--- src/rtl/mem_access_ctrl_pkg.sv ---
// Shared definitions for the MIPS32 memory-access stage: op codes, bus payload
// and small op-classification helpers.
package mem_access_ctrl_pkg;

  localparam int unsigned ALU_OP_W   = 8;
  localparam int unsigned REG_ADDR_W = 5;
  localparam int unsigned DATA_W     = 32;
  localparam int unsigned SEL_W      = 4;
  localparam int unsigned CNT_W      = 8;

  typedef logic [ALU_OP_W-1:0]   alu_op_t;
  typedef logic [REG_ADDR_W-1:0] reg_addr_t;

  localparam logic              RstEnable = 1'b1;
  localparam logic [DATA_W-1:0] ZeroWord  = 32'h0000_0000;

  localparam alu_op_t EXE_LB_OP  = 8'b1110_0000;
  localparam alu_op_t EXE_LBU_OP = 8'b1110_0100;
  localparam alu_op_t EXE_LH_OP  = 8'b1110_0001;
  localparam alu_op_t EXE_LHU_OP = 8'b1110_0101;
  localparam alu_op_t EXE_LW_OP  = 8'b1110_0011;
  localparam alu_op_t EXE_LWL_OP = 8'b1110_0010;
  localparam alu_op_t EXE_LWR_OP = 8'b1110_0110;
  localparam alu_op_t EXE_LL_OP  = 8'b1111_0000;
  localparam alu_op_t EXE_SB_OP  = 8'b1110_1000;
  localparam alu_op_t EXE_SH_OP  = 8'b1110_1001;
  localparam alu_op_t EXE_SW_OP  = 8'b1110_1011;
  localparam alu_op_t EXE_SWL_OP = 8'b1110_1010;
  localparam alu_op_t EXE_SWR_OP = 8'b1110_1110;
  localparam alu_op_t EXE_SC_OP  = 8'b1111_1000;

  // Bus command held stable for the whole REQ phase
  typedef struct packed {
    logic              we;
    logic [SEL_W-1:0]  sel;
    logic [DATA_W-1:0] addr;
    logic [DATA_W-1:0] wdata;
  } bus_cmd_t;

  function automatic logic is_load_op(input alu_op_t op);
    case (op)
      EXE_LB_OP, EXE_LBU_OP, EXE_LH_OP, EXE_LHU_OP, EXE_LW_OP,
      EXE_LWL_OP, EXE_LWR_OP, EXE_LL_OP: return 1'b1;
      default:                           return 1'b0;
    endcase
  endfunction

  function automatic logic is_store_op(input alu_op_t op);
    case (op)
      EXE_SB_OP, EXE_SH_OP, EXE_SW_OP, EXE_SWL_OP, EXE_SWR_OP,
      EXE_SC_OP: return 1'b1;
      default:   return 1'b0;
    endcase
  endfunction

  function automatic logic is_partial_word_op(input alu_op_t op);
    case (op)
      EXE_LWL_OP, EXE_LWR_OP, EXE_SWL_OP, EXE_SWR_OP: return 1'b1;
      default:                                        return 1'b0;
    endcase
  endfunction

  function automatic logic is_misaligned(input alu_op_t op, input logic [1:0] off);
    case (op)
      EXE_LH_OP, EXE_LHU_OP, EXE_SH_OP:         return off[0];
      EXE_LW_OP, EXE_LL_OP, EXE_SC_OP, EXE_SW_OP: return off != 2'b00;
      default:                                   return 1'b0;
    endcase
  endfunction

endpackage

--- src/rtl/mem_lane_align.sv ---
// Byte-lane steering: store select/data generation and load extraction/merge
// for either endianness.
module mem_lane_align
  import mem_access_ctrl_pkg::*;
#(
  parameter bit BIG_ENDIAN = 1'b1
) (
  input  alu_op_t           op,
  input  logic [1:0]        offset,
  input  logic [DATA_W-1:0] reg_data,
  input  logic [DATA_W-1:0] rdata,
  output logic [SEL_W-1:0]  sel_c,
  output logic [DATA_W-1:0] wdata_c,
  output logic [DATA_W-1:0] load_data_c
);

  logic [1:0]        byte_lane;
  logic [1:0]        half_lane;
  logic [1:0]        k;
  logic [4:0]        k_sh;
  logic [4:0]        rk_sh;
  logic [7:0]        byte_val;
  logic [15:0]       half_val;
  logic [DATA_W-1:0] low_mask;
  logic [DATA_W-1:0] lwl_val;
  logic [DATA_W-1:0] lwr_val;

  // k is the big-endian-equivalent offset; little-endian mirrors the word
  always_comb begin
    byte_lane = BIG_ENDIAN ? ~offset : offset;
    half_lane = BIG_ENDIAN ? {~offset[1], 1'b0} : {offset[1], 1'b0};
    k         = BIG_ENDIAN ? offset : ~offset;
    k_sh      = {k, 3'b000};
    rk_sh     = {~k, 3'b000};
    byte_val  = rdata[{byte_lane, 3'b000} +: 8];
    half_val  = rdata[{half_lane, 3'b000} +: 16];
    low_mask  = ~(32'hFFFF_FFFF << k_sh);
    lwl_val   = (rdata << k_sh) | (reg_data & low_mask);
    lwr_val   = (rdata >> rk_sh) | (reg_data & ~(32'hFFFF_FFFF >> rk_sh));
  end

  always_comb begin
    sel_c       = '0;
    wdata_c     = '0;
    load_data_c = rdata;
    case (op)
      EXE_LB_OP:  begin sel_c = 4'b0001 << byte_lane; load_data_c = {{24{byte_val[7]}}, byte_val}; end
      EXE_LBU_OP: begin sel_c = 4'b0001 << byte_lane; load_data_c = {24'h0, byte_val}; end
      EXE_LH_OP:  begin sel_c = 4'b0011 << half_lane; load_data_c = {{16{half_val[15]}}, half_val}; end
      EXE_LHU_OP: begin sel_c = 4'b0011 << half_lane; load_data_c = {16'h0, half_val}; end
      EXE_LW_OP, EXE_LL_OP: sel_c = 4'b1111;
      EXE_LWL_OP: begin sel_c = 4'b1111 >> k; load_data_c = lwl_val; end
      EXE_LWR_OP: begin sel_c = 4'b1111 << ~k; load_data_c = lwr_val; end
      EXE_SB_OP:  begin sel_c = 4'b0001 << byte_lane; wdata_c = {4{reg_data[7:0]}}; end
      EXE_SH_OP:  begin sel_c = 4'b0011 << half_lane; wdata_c = {2{reg_data[15:0]}}; end
      EXE_SW_OP, EXE_SC_OP: begin sel_c = 4'b1111; wdata_c = reg_data; end
      EXE_SWL_OP: begin sel_c = 4'b1111 >> k; wdata_c = reg_data >> k_sh; end
      EXE_SWR_OP: begin sel_c = 4'b1111 << ~k; wdata_c = reg_data << rk_sh; end
      default: ;
    endcase
  end

endmodule

--- src/rtl/mem_access_ctrl.sv ---
// MIPS32 MEM stage: issues one request/acknowledge bus transfer per memory op,
// stalls the pipeline until it completes, and formats the write-back result.
module mem_access_ctrl
  import mem_access_ctrl_pkg::*;
#(
  parameter bit          BIG_ENDIAN = 1'b1,
  parameter int unsigned TIMEOUT    = 255
) (
  input  logic              clk,
  input  logic              rst,
  input  alu_op_t           aluop_in,
  input  logic [DATA_W-1:0] mem_addr_in,
  input  logic [DATA_W-1:0] src2_data_in,
  input  logic [DATA_W-1:0] dest_data_in,
  input  reg_addr_t         dest_addr_in,
  input  logic              wreg_in,
  input  logic              llbit_in,
  input  logic              wb_llbit_we_in,
  input  logic              wb_llbit_data_in,
  input  logic              bus_ack,
  input  logic [DATA_W-1:0] bus_rdata,
  output logic              bus_req,
  output logic              bus_we,
  output logic [DATA_W-1:0] bus_addr,
  output logic [SEL_W-1:0]  bus_sel,
  output logic [DATA_W-1:0] bus_wdata,
  output logic              stall_req,
  output reg_addr_t         dest_addr_out,
  output logic              wreg_out,
  output logic [DATA_W-1:0] dest_data_out,
  output logic              llbit_we_out,
  output logic              llbit_data_out,
  output logic              exc_adel,
  output logic              exc_ades,
  output logic              exc_bus_err,
  output logic [DATA_W-1:0] bad_vaddr
);

  typedef enum logic [1:0] {IDLE, REQ, DONE} state_e;

  state_e            state_q, state_d;
  alu_op_t           op_q, op_d;
  logic [DATA_W-1:0] addr_q, addr_d;
  logic [DATA_W-1:0] merge_q, merge_d;
  reg_addr_t         dest_addr_q, dest_addr_d;
  logic              wreg_q, wreg_d;
  logic [DATA_W-1:0] dest_data_q, dest_data_d;
  bus_cmd_t          bus_q, bus_d;
  logic [CNT_W-1:0]  cnt_q, cnt_d;
  logic [DATA_W-1:0] rdata_q, rdata_d;
  logic              bus_err_q, bus_err_d;

  logic              link_eff;
  logic              in_mem;
  logic              in_misal;
  logic              in_sc_fail;
  logic              start;
  logic [CNT_W-1:0]  cnt_inc;
  alu_op_t           al_op;
  logic [1:0]        al_off;
  logic [DATA_W-1:0] al_data;
  logic [SEL_W-1:0]  al_sel;
  logic [DATA_W-1:0] al_wdata;
  logic [DATA_W-1:0] al_load;

  always_comb begin
    link_eff   = wb_llbit_we_in ? wb_llbit_data_in : llbit_in;
    in_mem     = is_load_op(aluop_in) | is_store_op(aluop_in);
    in_misal   = is_misaligned(aluop_in, mem_addr_in[1:0]);
    in_sc_fail = (aluop_in == EXE_SC_OP) && !link_eff;
    start      = (state_q == IDLE) && in_mem && !in_misal && !in_sc_fail;
    cnt_inc    = cnt_q + 8'd1;
    // Aligner sees the incoming op while idle, the latched op otherwise
    al_op      = (state_q == IDLE) ? aluop_in          : op_q;
    al_off     = (state_q == IDLE) ? mem_addr_in[1:0]  : addr_q[1:0];
    al_data    = (state_q == IDLE) ? src2_data_in      : merge_q;
  end

  mem_lane_align #(.BIG_ENDIAN(BIG_ENDIAN)) u_align (
    .op          (al_op),
    .offset      (al_off),
    .reg_data    (al_data),
    .rdata       (rdata_q),
    .sel_c       (al_sel),
    .wdata_c     (al_wdata),
    .load_data_c (al_load)
  );

  always_ff @(posedge clk) begin
    if (rst == RstEnable) begin
      state_q     <= IDLE;
      op_q        <= '0;
      addr_q      <= '0;
      merge_q     <= '0;
      dest_addr_q <= '0;
      wreg_q      <= 1'b0;
      dest_data_q <= '0;
      bus_q       <= '0;
      cnt_q       <= '0;
      rdata_q     <= '0;
      bus_err_q   <= 1'b0;
    end else begin
      state_q     <= state_d;
      op_q        <= op_d;
      addr_q      <= addr_d;
      merge_q     <= merge_d;
      dest_addr_q <= dest_addr_d;
      wreg_q      <= wreg_d;
      dest_data_q <= dest_data_d;
      bus_q       <= bus_d;
      cnt_q       <= cnt_d;
      rdata_q     <= rdata_d;
      bus_err_q   <= bus_err_d;
    end
  end

  // Next state and latched transaction context
  always_comb begin
    state_d     = state_q;
    op_d        = op_q;
    addr_d      = addr_q;
    merge_d     = merge_q;
    dest_addr_d = dest_addr_q;
    wreg_d      = wreg_q;
    dest_data_d = dest_data_q;
    bus_d       = bus_q;
    cnt_d       = cnt_q;
    rdata_d     = rdata_q;
    bus_err_d   = bus_err_q;
    case (state_q)
      IDLE: begin
        if (start) begin
          state_d     = REQ;
          op_d        = aluop_in;
          addr_d      = mem_addr_in;
          merge_d     = src2_data_in;
          dest_addr_d = dest_addr_in;
          wreg_d      = wreg_in;
          dest_data_d = dest_data_in;
          bus_d.we    = is_store_op(aluop_in);
          bus_d.sel   = al_sel;
          bus_d.wdata = al_wdata;
          bus_d.addr  = is_partial_word_op(aluop_in) ? {mem_addr_in[31:2], 2'b00}
                                                     : mem_addr_in;
          cnt_d       = '0;
          rdata_d     = ZeroWord;
          bus_err_d   = 1'b0;
        end
      end
      REQ: begin
        cnt_d = cnt_inc;
        if (bus_ack) begin
          rdata_d = bus_rdata;
          state_d = DONE;
        end else if (cnt_inc == CNT_W'(TIMEOUT)) begin
          bus_err_d = 1'b1;
          state_d   = DONE;
        end
      end
      DONE:    state_d = IDLE;
      default: state_d = IDLE;
    endcase
  end

  // Stage outputs
  always_comb begin
    bus_req        = 1'b0;
    bus_we         = bus_q.we;
    bus_addr       = bus_q.addr;
    bus_sel        = bus_q.sel;
    bus_wdata      = bus_q.wdata;
    stall_req      = 1'b0;
    dest_addr_out  = dest_addr_in;
    wreg_out       = wreg_in;
    dest_data_out  = dest_data_in;
    llbit_we_out   = 1'b0;
    llbit_data_out = 1'b0;
    exc_adel       = 1'b0;
    exc_ades       = 1'b0;
    exc_bus_err    = 1'b0;
    bad_vaddr      = ZeroWord;
    case (state_q)
      IDLE: begin
        if (in_mem) begin
          if (in_misal) begin
            exc_adel  = is_load_op(aluop_in);
            exc_ades  = is_store_op(aluop_in);
            bad_vaddr = mem_addr_in;
            wreg_out  = 1'b0;
          end else if (in_sc_fail) begin
            dest_data_out = ZeroWord;
          end else begin
            stall_req = 1'b1;
            wreg_out  = 1'b0;
          end
        end
      end
      REQ: begin
        bus_req       = 1'b1;
        stall_req     = 1'b1;
        dest_addr_out = dest_addr_q;
        wreg_out      = 1'b0;
        dest_data_out = ZeroWord;
      end
      DONE: begin
        dest_addr_out = dest_addr_q;
        wreg_out      = wreg_q;
        dest_data_out = is_load_op(op_q) ? al_load : dest_data_q;
        if (op_q == EXE_LL_OP) begin
          llbit_we_out   = 1'b1;
          llbit_data_out = 1'b1;
        end else if (op_q == EXE_SC_OP) begin
          dest_data_out  = 32'h0000_0001;
          llbit_we_out   = 1'b1;
          llbit_data_out = 1'b0;
        end
        if (bus_err_q) begin
          exc_bus_err  = 1'b1;
          bad_vaddr    = addr_q;
          wreg_out     = 1'b0;
          llbit_we_out = 1'b0;
        end
      end
      default: ;
    endcase
  end

endmodule

--- config.mk ---
export PLATFORM = sky130hd
export DESIGN_NAME = mem_access_ctrl
export DESIGN_NICKNAME = d
export VERILOG_FILES = /design/src/rtl/mem_access_ctrl_pkg.sv /design/src/rtl/mem_lane_align.sv /design/src/rtl/mem_access_ctrl.sv
export SDC_FILE = /design/constraint.sdc
export NUM_CORES = 1
export LEC_CHECK = 0
export CAP_MARGIN = 15
export CORE_AREA = 2 2 141 211
export DETAILED_ROUTE_END_ITERATION = 10
export DIE_AREA = 0 0 143 213
export PLACE_DENSITY = 0.74
export REMOVE_ABC_BUFFERS = 1
export SLEW_MARGIN = 20
export SYNTH_ARGS = -nofsm -noshare
export SYNTH_HDL_FRONTEND = slang
export SYNTH_HIERARCHICAL = 1
export SYNTH_SLANG_ARGS = --single-unit
--- constraint.sdc ---
create_clock -name clk -period 4.8 [get_ports clk]
set_input_delay 0.72 -clock clk [delete_from_list [all_inputs] [get_ports clk]]
set_output_delay 0.72 -clock clk [all_outputs]
set_load 0.02 [all_outputs]
== Word level (Yosys, flattened, before mapping) ==
Cells that the tools add are included.

* Reductions and logical operators: 28
* Equal/unequal tests: 45
* Shift operators: 12
* Mux-type cells: 65
* Add/sub/neg operators: 1
* Bitwise logic cells: 9

{| class="wikitable"
|+ Operators with widths
! cell !! number
|-
| $mux W32 || 12
|-
| $eq A8 B8 Y1 const B || 38
|-
| $pmux W32 S6 || 1
|-
| $pmux W32 S5 || 1
|-
| $pmux W32 S2 || 2
|-
| $pmux W32 S3 || 1
|-
| $and A32 B32 Y32 || 2
|-
| $not A32 Y32 || 2
|-
| $or A32 B32 Y32 || 2
|-
| $shl A32 B5 Y32 || 2
|-
| $shr A32 B5 Y32 || 2
|-
| $mux W1 || 33
|-
| $shiftx A32 B6 Y16 || 1
|-
| $shiftx A32 B6 Y8 || 1
|-
| $shl A32 B5 Y32 const A || 1
|-
| $shr A32 B5 Y32 const A || 1
|-
| $pmux W4 S5 || 1
|-
| $mux W8 || 2
|-
| $pmux W8 S2 || 1
|-
| $reduce_or A8 Y1 || 2
|-
| $reduce_or A4 Y1 || 3
|-
| $mux W2 || 5
|-
| $reduce_or A3 Y1 || 3
|-
| $add A8 B1 Y8 const B || 1
|-
| other kinds (24) || 40
|}

* Output and inout port bits: 146
* Register bits: 222
* Word-level logic and storage cells: 174

== Longest topological paths before layout ==
* Word-level depth: 12
* Gate-level depth with buffers: 16

== By module ==
The synthesis kept the hierarchy.

{| class="wikitable"
|+ By module, submodules not included
! module !! times used !! area each (µm²) !! cells an instance
|-
| mem_access_ctrl || 1 || 8,997.4 || 1,108
|-
| mem_lane_align || 1 || 3,681.0 || 483
|}

== Least setup slack after synthesis ==
OpenSTA, ideal clock, no wires.

* Path type: register to output
* Start point: register state_q[1]
* End point: output port dest_data_out[15]
* Slack: 0.667 ns
* Cell stages (with the launch flop): 15
* Path buffers: 5
* Arrival: 3.413 ns
* Path through: dfxtp_1 > inv_1 > ha_1 > clkbuf_1 > buf_1 > clkbuf_1 > nand2_1 > o21ai_0 > buf_2 > nor2b_1 > clkbuf_1 > nand2_1 > o221ai_1 > mux2i_1 > o21ai_0

* Elaborated cells on any way between the ends: 31
* Those cells by class: 8 x eq/ne; 6 x shift; 8 x mux; 8 x bitwise; 1 x reduce/logical

{| class="wikitable"
|+ RTL lines
! item !! line !! source
|-
| from (decl) || mem_access_ctrl.sv:41 || <nowiki>state_e state_q, state_d;</nowiki>
|-
| from (signal assigned) || mem_access_ctrl.sv:103 || <nowiki>state_q <= state_d;</nowiki>
|-
| $logic_not A2 Y1 * || mem_access_ctrl.sv:74 || <nowiki>al_op = (state_q == IDLE) ? aluop_in : op_q;</nowiki>
|-
| $mux W8 * || mem_access_ctrl.sv:74 ||
|-
| named net al_op[0] || mem_access_ctrl.sv:59 || <nowiki>alu_op_t al_op;</nowiki>
|-
| $eq A8 B8 Y1 || mem_lane_align.sv:46 || <nowiki>case (op)</nowiki>
|-
| $pmux W32 S6 * || mem_lane_align.sv:46 ||
|-
| named net al_load[15] || mem_access_ctrl.sv:64 || <nowiki>logic [DATA_W-1:0] al_load;</nowiki>
|-
| $mux W32 * || mem_access_ctrl.sv:208 || <nowiki>dest_data_out = is_load_op(op_q) ? al_load : dest_data_q;</nowiki>
|-
| $mux W32 || mem_access_ctrl.sv:212 || <nowiki>end else if (op_q == EXE_SC_OP) begin</nowiki>
|-
| $mux W32 * || mem_access_ctrl.sv:209 || <nowiki>if (op_q == EXE_LL_OP) begin</nowiki>
|-
| $pmux W32 S3 * || mem_access_ctrl.sv:182 || <nowiki>case (state_q)</nowiki>
|-
| to (decl) || mem_access_ctrl.sv:30 || <nowiki>output logic [DATA_W-1:0] dest_data_out,</nowiki>
|}

Mark *: on every way through the listed nets, which the timed path passes. The rest lies on a longest branch.

== Worst setup path in the final report ==
* Start point: register state_q[0]
* End point: output port dest_data_out[20]

* Cells in the longest elaborated chain, start to end: 12
* Elaborated cells on any way between the ends: 31
* Those cells by class: 8 x eq/ne; 6 x shift; 8 x mux; 8 x bitwise; 1 x reduce/logical

{| class="wikitable"
|+ RTL lines
! item !! line !! source
|-
| $logic_not A2 Y1 * || mem_access_ctrl.sv:75 || <nowiki>al_off = (state_q == IDLE) ? mem_addr_in[1:0] : addr_q[1:0];</nowiki>
|-
| $mux W2 * || mem_access_ctrl.sv:75 ||
|-
| named net al_off[1] || mem_access_ctrl.sv:60 || <nowiki>logic [1:0] al_off;</nowiki>
|-
| $not A2 Y2 || - ||
|-
| $shr A32 B5 Y32 || mem_lane_align.sv:39 || <nowiki>lwr_val = (rdata >> rk_sh) | (reg_data & ~(32'hFFFF_FFFF >> rk_sh));</nowiki>
|-
| $not A32 Y32 || mem_lane_align.sv:39 ||
|-
| $and A32 B32 Y32 || mem_lane_align.sv:39 ||
|-
| $or A32 B32 Y32 || mem_lane_align.sv:39 ||
|-
| $pmux W32 S6 * || mem_lane_align.sv:46 ||
|-
| named net al_load[20] || mem_access_ctrl.sv:64 ||
|-
| $mux W32 * || mem_access_ctrl.sv:208 ||
|-
| $mux W32 || mem_access_ctrl.sv:212 ||
|-
| $mux W32 * || mem_access_ctrl.sv:209 ||
|-
| $pmux W32 S3 * || mem_access_ctrl.sv:182 ||
|}

Marks and branches as above.

==> impl_metrics.yaml <==
status:
  outcome: "finished, final reports clean"
synthesis:
  synth_xor_area_share_pct: 0.2072
  synth_compound_area_share_pct: 25.96
  synth_edf_count: 0
  netlist_area_sq_um: 12680
  ys.flop_type: "dfxtp_1"
  synth_top_family_by_area: "compound AO/OA/AOI/OAI gates"
  synthSimpleGateAreaFrac_pct: 18.11
  ys_seq_area_share_pct: 30.32
  synthCells: 1591
  synth_warnings: 6
  synth.area.mux_share_pct: 16.61
  synth_fa_ha_area_share_pct: 0.5921
  syn_area_per_cell_sq_um: 7.969
  synth_cell_types: 79
  synthArstFlopShare_pct: 0
  ys_ff_latch: 192
timing:
  rsz0062_at_grt: "no"
  layout_min_cycle_time_ps: 4559
  clock_skew_ps: 12.13
  tightest_slew_ps: 994.5
  slew_headroom_pct: 33.15
  slew_viol_final: 0
  fin_ws_ps: 241.0
  setup_viol: 0
  finalCritPeriodShare_pct: 94.98
  whs_ps: 454.1
  hold_viol_final: 0
  fmax_mhz: 219.3
cts:
  cts_tree: "yes"
  clk_pin_slew_ps: 70
  cts.sinks: 192
  cts_root_buf: "clkbuf_16"
  cts-buffers-inserted: 17
  cts_hold_buf: 0
  htree_levels: 4
  clkLatencyLatePin_ps: 450
  max-clock-path-buffers: 2
worst_hold_path:
  hp-start: "bus_wdata[31]"
  min_path_type: "reg2reg"
critical_path:
  rr_startpoint: "state_q[1]"
  cp-end-kind: "output pin"
  start_kind: "flop"
  startpoint: "state_q[0]"
  reg2reg_slack_ps: 1480
  critPathMaxFanout: 23
  required_ps: 4080
  setup.worst_path.class: "reg2out"
  worstPathArrival_ps: 3840
global_routing:
  antenna_found_initial: 3
  grt_pass1_wl_mm: 64.87
  grt_overflow: 0
  grtUsageTotal_pct: 26.81
  grt_pass1_vias: 12000
  grt_max_degree: 148
drt:
  post_drt_wl_per_cell_um: 19.16
  first_iter_violations: 1130
  via_per_inst: 5.807
  dr.pass1.iters: 5
  ant_nets: 0
  via_count: 12740
  wl_mm: 42.03
  drc: 0
pwr:
  total_power_uw: 3845
  ir_drop_mv: 0.2490
  power_density_nw_per_um2: 236.9
  leakage_uw: 0.005662
layout:
  final_area_sq_um: 16230
  final_common_cell: "nand2_1"
  fin_nets: 1942
  layout_common_cells: "nand2_1, clkdlybuf4s50_1, dfxtp_1, a21oi_1, mux2i_1"
  nFillCells: 2654
  syn_to_final_growth_pct: 28.05
  layout-drive-gt1-share_pct: 10.22
  fin_util_pct: 56.72
placement:
  portBuffers: 293
  place_area_sq_um: 15600
  gp_congestion: 0.9439
  pre_cts_ws_ps: 325.0
  hpwl_mm: 29.88
flow_run:
  cap_violations: 0
floorplan:
  start_util_pct: 44.30
  core_area_sq_um: 28620
  die_w_um: 143
  die_area_sq_um: 30460
  die_y_um: 213
  boundaryPins: 294
  rows: 76
logic make-up (layout without fill, tap and decap cells):
| kind of cell | count (synthesis) | count (layout) |
|---|---|---|
| buffers and inverters | 189 | 399 |
| DFF | 192 | 192 |
| AOI/OAI and AO/OA | 478 | 478 |
| other | 0 | 3 |
| and+or+nand+nor | 534 | 534 |
| xor gates and xnor gates | 3 | 3 |
| muxes | 189 | 189 |
| adders and majority gates | 6 | 6 |
state kept, by name, indices dropped and copies added (netlist names), 2 cells and up:
signal and flops:
addr_q 31, bus_addr 3, bus_sel 4, bus_wdata 32, cnt_q 8, dest_addr_q 5
dest_data_q 32, merge_q 32, op_q 8, rdata_q 32, state_q 2
critical path, stage by stage, from the launching register on:
cell and delay [ps]:
dfxtp_1 390, inv_1 110, ha_4 230, buf_4 150, mux2_4 370, buf_4 340
mux2_2 390, mux2i_1 140, o21ai_0 130, a221o_1 350, mux2i_1 130, o21ai_0 90
clkdlybuf4s50_1 560
what timing repair did:
| action | in CTS | in global routing |
|---|---|---|
| endpoints found under the hold margin | 0 | 0 |
| resized for setup | 0 | 1 |
| setup endpoints to repair | 0 | 32 |
| buffers inserted | 0 | 4 |
stage by stage:
stage | instances | TNS, ps
after detailed placement | 2155 | 0
after global placement | 2155 | 0
after global routing | 2194 | 0
after floorplan | 1426 | -764690
after CTS | 2187 | 0
final | 2194 | 0
where the power goes:
| part | switching, uW | internal [uW] | total [uW] |
|---|---|---|---|
| registers | 14.3 | 1620 | 1630 |
| logic | 427 | 345 | 771 |
| clock network | 644 | 801 | 1440 |
cell usage after synthesis (3+ instances only):
cell type / n / share of area [%]
nand2_1: 366 / 11
dfxtp_1: 192 / 30
a21oi_1: 173 / 6.8
mux2i_1: 117 / 9.2
o21ai_0: 73 / 2.9
nor2_1: 71 / 2.1
a22o_1: 66 / 4.6
mux2_2: 60 / 5.3
clkbuf_1: 59 / 1.7
buf_4: 52 / 3.1
a221o_1: 40 / 3.2
buf_2: 36 / 1.4
nand3_1: 24 / 0.95
inv_1: 23 / 0.68
a211oi_1: 17 / 1.0
nor2b_1: 15 / 0.74
o22ai_1: 14 / 0.69
buf_6: 12 / 1.1
a32oi_1: 11 / 0.76
mux4_2: 11 / 2.0
o221ai_1: 10 / 0.69
a22oi_1: 9 / 0.53
o211ai_1: 9 / 0.53
nand2b_1: 8 / 0.39
nor3_1: 8 / 0.32
a21o_1: 6 / 0.36
buf_1: 6 / 0.18
ha_1: 6 / 0.59
a211o_1: 5 / 0.35
o21a_1: 5 / 0.30
or3_1: 5 / 0.25
a2bb2oi_1: 4 / 0.28
a31oi_1: 4 / 0.20
and3_1: 4 / 0.20
nand3b_1: 4 / 0.24
o31ai_1: 4 / 0.24
a222oi_1: 3 / 0.24
and2_1: 3 / 0.15
nand4_1: 3 / 0.15
area by class of cell:
class | count | area [sq um] | area share (%)
Multi-Input combinational cell | 1210 | 7835 | 48.26
Sequential cell | 192 | 3844 | 23.68
Timing Repair Buffer | 343 | 3381 | 20.82
Tap cell | 390 | 488.0 | 3.006
Clock buffer | 21 | 460.4 | 2.836
Clock inverter | 11 | 128.9 | 0.7938
Inverter | 24 | 90.09 | 0.5549
Antenna cell | 3 | 7.507 | 0.04624
layer usage:
layer	GRT usage (%)	part of all wire, %	vias up
met5	0	0	-
li1	-	-	6108
met1	32.32	40	5984
met2	46.61	50	548
met3	3.813	5.5	101
met4	12.80	4.0	0
path summary, 6_finish.rpt:
check,to,depth (start not counted)
worst min-delay path,bus_wdata[31],2
worst max register to register,bus_wdata[23],10
worst min register to register,bus_wdata[31],2
worst max-delay path,dest_data_out[20],12
No activity file was read; power rests on OpenSTA's default activity.
